**src/rtl/data_memory_unit.sv**
```systemverilog
// Data memory for the pipelined ARM32 core.
// Takes address, store data and control from the Memory-stage register and
// returns load data registered into Writeback. Word and byte access, flags
// misaligned word accesses, and zeroes the whole array after every reset
// before any access is honoured.
module data_memory_unit #(
    parameter int DEPTH_LOG2 = 6,
    parameter int CNT_W      = 16
) (
    input  logic             CLOCK_50,
    input  logic             RESET_N,
    input  logic             MemReadM,
    input  logic             MemWriteM,
    input  logic             ByteM,
    input  logic [31:0]      ALUOutM,
    input  logic [31:0]      WriteDataM,
    output logic [31:0]      ReadDataW,
    output logic             Ready,
    output logic             AlignFault,
    output logic [CNT_W-1:0] StoreCount
);

    localparam int DEPTH = 1 << DEPTH_LOG2;

    typedef enum logic {
        CLEAR = 1'b0,
        RUN   = 1'b1
    } state_t;

    state_t                state;
    state_t                state_next;
    logic [DEPTH_LOG2-1:0] clr_ptr;

    // Byte-addressable storage: mem[word][lane], lane 0 is bits [7:0].
    logic [3:0][7:0]       mem [DEPTH];

    logic [DEPTH_LOG2-1:0] word_idx;
    logic [1:0]            lane;
    logic                  run;
    logic                  misaligned;
    logic                  rd_en;
    logic                  wr_en;
    logic                  word_access;
    logic [3:0][7:0]       rd_word;
    logic [31:0]           load_data;

    // Address bits above the array simply wrap; they are intentionally dropped.
    logic                  unused_addr;
    assign unused_addr = ^ALUOutM[31:DEPTH_LOG2+2];

    // Saturating increment for the store counter: sticks at all-ones.
    function automatic logic [CNT_W-1:0] sat_inc(input logic [CNT_W-1:0] v);
        return (&v) ? v : v + 1'b1;
    endfunction

    // Address decode and access qualification; nothing is honoured while clearing.
    always_comb begin
        word_idx    = ALUOutM[DEPTH_LOG2+1:2];
        lane        = ALUOutM[1:0];
        run         = (state == RUN);
        misaligned  = !ByteM && (lane != 2'd0);
        rd_en       = run && MemReadM;
        wr_en       = run && MemWriteM && !misaligned;
        word_access = run && !ByteM && (MemReadM || MemWriteM);
        rd_word     = mem[word_idx];
        load_data   = ByteM ? {24'd0, rd_word[lane]} : rd_word;
    end

    // State register; reset always restarts the clear sequence.
    always_ff @(posedge CLOCK_50 or negedge RESET_N) begin
        if (!RESET_N) begin
            state <= CLEAR;
        end else begin
            state <= state_next;
        end
    end

    // Leave CLEAR on the edge that zeroes the last word.
    always_comb begin
        state_next = state;
        case (state)
            CLEAR:   if (&clr_ptr) state_next = RUN;
            RUN:     state_next = RUN;
            default: state_next = CLEAR;
        endcase
    end

    // Clear pointer walks every word once per clear sequence.
    always_ff @(posedge CLOCK_50 or negedge RESET_N) begin
        if (!RESET_N) begin
            clr_ptr <= '0;
        end else if (state == CLEAR) begin
            clr_ptr <= clr_ptr + 1'b1;
        end
    end

    // Array write port: clear writes zeros, stores write a word or a single lane.
    always_ff @(posedge CLOCK_50) begin
        if (state == CLEAR) begin
            mem[clr_ptr] <= '0;
        end else if (wr_en) begin
            if (ByteM) begin
                mem[word_idx][lane] <= WriteDataM[7:0];
            end else begin
                mem[word_idx] <= WriteDataM;
            end
        end
    end

    // Registered load data (read-before-write), fault pulse and store counter.
    always_ff @(posedge CLOCK_50 or negedge RESET_N) begin
        if (!RESET_N) begin
            ReadDataW  <= '0;
            AlignFault <= 1'b0;
            StoreCount <= '0;
        end else begin
            if (rd_en) begin
                ReadDataW <= load_data;
            end
            AlignFault <= word_access && (lane != 2'd0);
            if (wr_en) begin
                StoreCount <= sat_inc(StoreCount);
            end
        end
    end

    assign Ready = (state == RUN);

endmodule

```
**config.mk**
```make
export PLATFORM = sky130hd
export DESIGN_NAME = data_memory_unit
export DESIGN_NICKNAME = d
export VERILOG_FILES = /design/src/rtl/data_memory_unit.sv
export SDC_FILE = /design/constraint.sdc
export NUM_CORES = 2
export LEC_CHECK = 0
export CAP_MARGIN = 10
export CORE_MARGIN = 1.5
export CORE_UTILIZATION = 55
export CTS_CLUSTER_DIAMETER = 200
export DETAILED_ROUTE_END_ITERATION = 6
export GPL_TIMING_DRIVEN = 0
export MAX_ROUTING_LAYER = met4
export PLACE_DENSITY_LB_ADDON = 0.05
export SYNTH_ARGS = -nofsm -noshare
export SYNTH_HDL_FRONTEND = slang
export SYNTH_SLANG_ARGS = --single-unit
```
**constraint.sdc**
```tcl
create_clock -name CLOCK_50 -period 4.1 [get_ports CLOCK_50]
set_clock_uncertainty 0.2 [all_clocks]
set_input_delay 0.82 -clock CLOCK_50 [delete_from_list [all_inputs] [get_ports CLOCK_50]]
set_output_delay 0.82 -clock CLOCK_50 [all_outputs]
set_load 0.005 [all_outputs]
```
Yosys cells after proc, flatten, opt, wreduce, memory -nomap -nowiden
Memories as Yosys holds them, arrays and structs flattened.
Cells that the tools add are included.
{"block": "totals", "output_inout_bits": 50, "in_bits": 69, "ram_bits": 2048, "latch_bits": 0, "memories": 1, "register_bits": 56, "mem_bits_ro": 0}
{"memory": "mem", "depth": 64, "width": 32, "rd": 1, "rd_clocked_by_memory_dff": 0, "wr": 1, "line_no": "35", "rtl": "logic [3:0][7:0] mem [DEPTH];"}
{"block": "classes", "n_div": 0, "n_eq_ne": 0, "n_reduce_logical": 16, "shifts": 0, "order_cmp": 2, "mul": 0, "muxes": 51, "bitwise": 34, "addsub": 2}
{"cell": "32-bit 2-to-1 mux", "n": 4}
{"cell": "1-bit 2-to-1 mux", "n": 41}
{"cell": "1-bit bitwise OR", "n": 32}
{"cell": "32-bit OR reduction", "n": 1}
{"cell": "16-bit by 1-bit adder with 16-bit output (second input constant)", "n": 1}
{"cell": "8-bit binary-select mux with 2-bit select", "n": 1}
{"cell": "8-bit demux with 2-bit select", "n": 1}
{"cell": "8-bit 2-to-1 mux", "n": 2}
{"cell": "16-bit AND reduction", "n": 1}
{"cell": "1-bit logical AND", "n": 8}
{"cell": "6-bit by 1-bit adder with 6-bit output (second input constant)", "n": 1}
{"cell": "6-bit 2-to-1 mux", "n": 1}
{"cell": "6-bit AND reduction", "n": 1}
{"cell": "2-bit by 3-bit < comparator with 1-bit output (second input constant)", "n": 1}
{"cell": "2-bit by 1-bit greater-or-equal comparator with 1-bit output (second input constant)", "n": 1}
{"cell": "1-bit logical NOT", "n": 2}
{"cell": "1-bit inverter", "n": 2}
{"cell": "1-bit one-hot mux with 2 select lines", "n": 1}
{"cell": "2-bit AND reduction", "n": 1}
{"cell": "2-bit nonzero test", "n": 1}
{"cell": "1-bit logical OR", "n": 1}

Longest topological paths before layout
{"block": "depth", "ltp_word": 10, "mapped_depth": 13}

Worst setup path after synthesis
Ideal clock, no wire load.
{"block": "synth_path", "path_type": "input to register", "from": "in ALUOutM[0]", "to": "mem mem[0][11] (netlist bit) (data pin)", "t_required_ns": 3.352, "arrival_time_ns": 3.758, "stages": 6, "n_path_buf": 2, "path_slack_ns": -0.406, "cell_sequence": "clkbuf_1 nand2b_1 nor3_1 clkbuf_1 nand2_1 a21oi_1"}
{"block": "synth_via", "elab_chain_cells": 10}
{"item": "start, declared", "line_no": "15", "rtl": "input logic [31:0] ALUOutM,"}
{"item": "branches (longest 9 deep; another with 2-bit by 3-bit < comparator with 1-bit output)"}
{"item": "32-bit 2-to-1 mux (no line) *"}
{"item": "end, declared", "line_no": "35"}
Every way passes the cells marked *.

Worst setup path after layout
{"block": "layout_path", "from": "in ALUOutM[5]", "to": "reg ReadDataW[5]"}
{"block": "layout_via", "elab_chain_cells": 4}
{"item": "memory 64 x 32 bit *"}
{"item": "8-bit binary-select mux with 2-bit select", "line_no": "66", "rtl": "load_data = ByteM ? {24'd0, rd_word[lane]} : rd_word;"}
{"item": "8-bit 2-to-1 mux (implied by the code)", "line_no": "66"}
{"item": "32-bit 2-to-1 mux *", "line_no": "66"}
{"item": "end signal, assigned", "line_no": "118", "rtl": "ReadDataW <= load_data;"}
{"item": "end, declared", "line_no": "17", "rtl": "output logic [31:0] ReadDataW,"}
Mark *: on every way between the ends. The rest lies on a longest branch, timed or not. The select of a mux whose other input is x is not followed.
A chain may end at the register's enable or synchronous reset.

==> flow_summary.toml <==
[critical_path]
path_common_cell = "a21oi_1"
critPathLaunchType = "input pin"
critPathMaxStageDelay_ns = 0.62
cp_top_family = "buffers and inverters"
reg2reg_setup_slack_ns = -0.07
path_cells = "clkdlybuf4s50_1 > buf_2 > nor2b_1 > clkbuf_4 > buf_4 > a21oi_1 > a21oi_2 > nand4_1 > a21oi_1 > o32a_1"
critical_path_arrival_ns = 4.95
worstSetupPathType = "in2reg"
endpoint_kind = "flop"
worstPathRequired_ns = 4.69
crit_buf_inv = 4
cp_slowest_cell = "clkdlybuf4s50_1"
cp_max_fo = 11

[placed_design]
placed_area_um2 = 87700
place_inst = 6179
gp_congestion = 1.05
hpwl_um = 226000
preCtsSetupSlack_ns = -3.10
io_buffers = 90

[worst_hold_path]
min_path_type = "in2async"

[yosys]
synth_compound_area_share_pct = 3.55
yosys_warnings = 0
synth-edff-count = 2048
syn_inst = 4058
avgSynthCellArea_um2 = 20.3
yosys.area_share.simple_pct = 3.53
yosysSeqAreaShare_pct = 76.5
async_flop_share_pct = 2.66
yosysTopAreaCell = "edfxtp_1"
synth_area_um2 = 82300
synth_most_common_cell = "edfxtp_1"
muxShareOfSynthArea_pct = 14.5
synth_top_flop_cell = "edfxtp_1"
synth-seq-cells = 2104
yosysTopAreaCellShare_pct = 74.8
synthAdderAreaFrac_pct = 0.0304
synth_xor_area_share_pct = 0.224
syn_nets = 4129
synth_top_family_by_area = "multiplexers"
synthTopCellsByArea = "edfxtp_1, mux4_2, dfrtp_1, mux2i_1, nor2_1"
synthTopCellsByCount = "edfxtp_1, mux4_2, nor2_1, nand2_1, mux2i_1"
synthDistinctLibCells = 72

[detailed_routing]
post-route-drc-count = 0
wl_per_cell_um = 50.4
avgViaCountPerCell = 7.43
dr.pass1.iters = 7
postRouteAntennaNets = 0
dr_total_vias = 49600
wl_um = 337000
drt_iter0_drc = 9915

[grt]
grt_overflow = 0
grt_pass1_vias = 45800
track_usage_pct = 46.2
grt_pass1_wl_um = 435000
antenna_found_initial = 26
grt_max_degree = 49

[final_layout]
postLayoutCellArea_um2 = 98200
nNetsFinal = 4618
drive_gt1_share_pct = 32.2
stdcell_count = 6680
syn2layout_area_growth_pct = 19.3

[floorplanning]
die_w_um = 390
rows = 141
coreArea_um2 = 148000
die_height_um = 390
start_util_pct = 55.6
io-pin-count = 119
die-area_um2 = 152000

[pwr]
peakVddDrop_uv = 386
p_sw_mw = 10.1
p_clk_share_pct = 42.9
switching_share_pct = 22.6
p_int_mw = 34.5
power_frac_seq_pct = 52.0
p_leak_nw = 26.0
pwr-share-comb_pct = 5.1
totalPowerFinal_mw = 44.6
pwr_density_cell_nw_per_um2 = 455

[cts]
cts_root_buffer = "clkbuf_16"
cts_buffers = 209
cts_tree = "yes"
path_clk_slew_ns = 0.06
clk_latency_ns = 0.86
cts.sinks = 2104
htreeDepth = 4
cts_buffer_depth = 3

[sta]
finalSetupViolations = 366
period_needed_ns = 4.35
max_freq_mhz = 230
rsz0062_at_grt = "yes"
drv_slew = 11
max_slew.worst_pin.slew_ns = 1.56
hold_viol_final = 0
post-route-period-util_pct = 106
worst_slack_ns = -0.255
fin_setup_tns_ns = -19.12
slew_headroom_pct = -3.72

[run_status]
status = "finished with violations"
violations = "capacitance limit, slew limit, setup timing"

[flow_run]
maxCapViolCount = 1
## stage by stage
stage	utilization, %	hold slack [ns]
floorplan	-	0.271
global placement	57.9	0.274
detailed placement	59.3	0.275
CTS	65.9	0.171
global route	66.3	0.211
finish	66.3	0.205
## cells by family after synthesis
kind of cell,after synthesis
adders and majority gates,2
and+or+nand+nor,659
muxes,607
AOI/OAI and AO/OA,425
xor gates and xnor gates,21
DFF,2104
buffers and inverters,240
## placed cells by master (no fill, tap or decap), types with 28 or more instances in the layout
cell type,netlist,final
buf_6,32,47
mux2i_1,125,119
a21oi_1,101,72
clkinv_2,0,34
clkbuf_1,101,96
dfrtp_1,56,56
clkbuf_16,0,215
mux4_2,462,462
nand3_1,46,33
nand2_2,0,31
a22o_1,28,28
nand2_1,182,145
buf_12,7,77
edfxtp_1,2048,2048
buf_2,46,32
buf_4,20,116
a22oi_1,97,97
clkdlybuf4s50_1,0,89
clkbuf_2,0,32
nor2_1,258,41
nor3_4,0,29
nor2_4,0,198
o22ai_1,49,49
clkinv_1,2,42
## final timing paths
kind,startpoint,endpoint,cells past startpoint
max in group asynchronous,RESET_N,ReadDataW[27],3
worst max register to register,Ready,mem[9][14],8
worst min-delay path,RESET_N,StoreCount[13],2
worst max-delay path,ALUOutM[5],ReadDataW[5],10
min in group CLOCK_50,StoreCount[9],StoreCount[9],1
worst min register to register,StoreCount[9],StoreCount[9],1
## metal layers
layer  global-route usage (%)  wire length, µm
met5                        -                0
met3                     19.3            57600
met2                     60.4           139000
met1                     59.8           114000
met4                     28.9            26100
## sequential cells by signal, summed over array words and instances, names as in the netlist
signal      flops
mem          2048
ReadDataW      32
AlignFault      1
StoreCount     16
Ready           1
clr_ptr         6
## power groups by stage
| stage | combinational, mW | clock (mW) | sequential (mW) |
|---|---|---|---|
| finish | 2.26 | 19.2 | 23.2 |
| global route | 2.14 | 19.7 | 23.2 |
| CTS | 2.09 | 19.0 | 23.2 |
| detailed placement | 2.04 | 0 | 23.7 |
| global placement | 1.98 | 0 | 23.7 |
| floorplan | 0.767 | 0 | 23.7 |
## what timing repair did
item / CTS / global route
hold buffers: 1 / 0
pin swaps: 52 / 16
resized for setup: 651 / 87
setup buffers: 65 / 22
endpoints found under the hold margin: 56 / 0
gates cloned: 0 / 1
setup endpoints to repair: 2079 / 1463
## layout make-up
type	count	area [µm²]
Antenna cell	26	65.1
Buffer	231	1790
Clock buffer	279	5670
Clock inverter	109	1030
Fill cell	9704	49800
Inverter	6	28.8
Multi-Input combinational cell	1715	20600
Sequential cell	2104	62900
Tap cell	1930	2410
Timing Repair Buffer	280	3680
No activity file was read; power rests on OpenSTA's default activity.
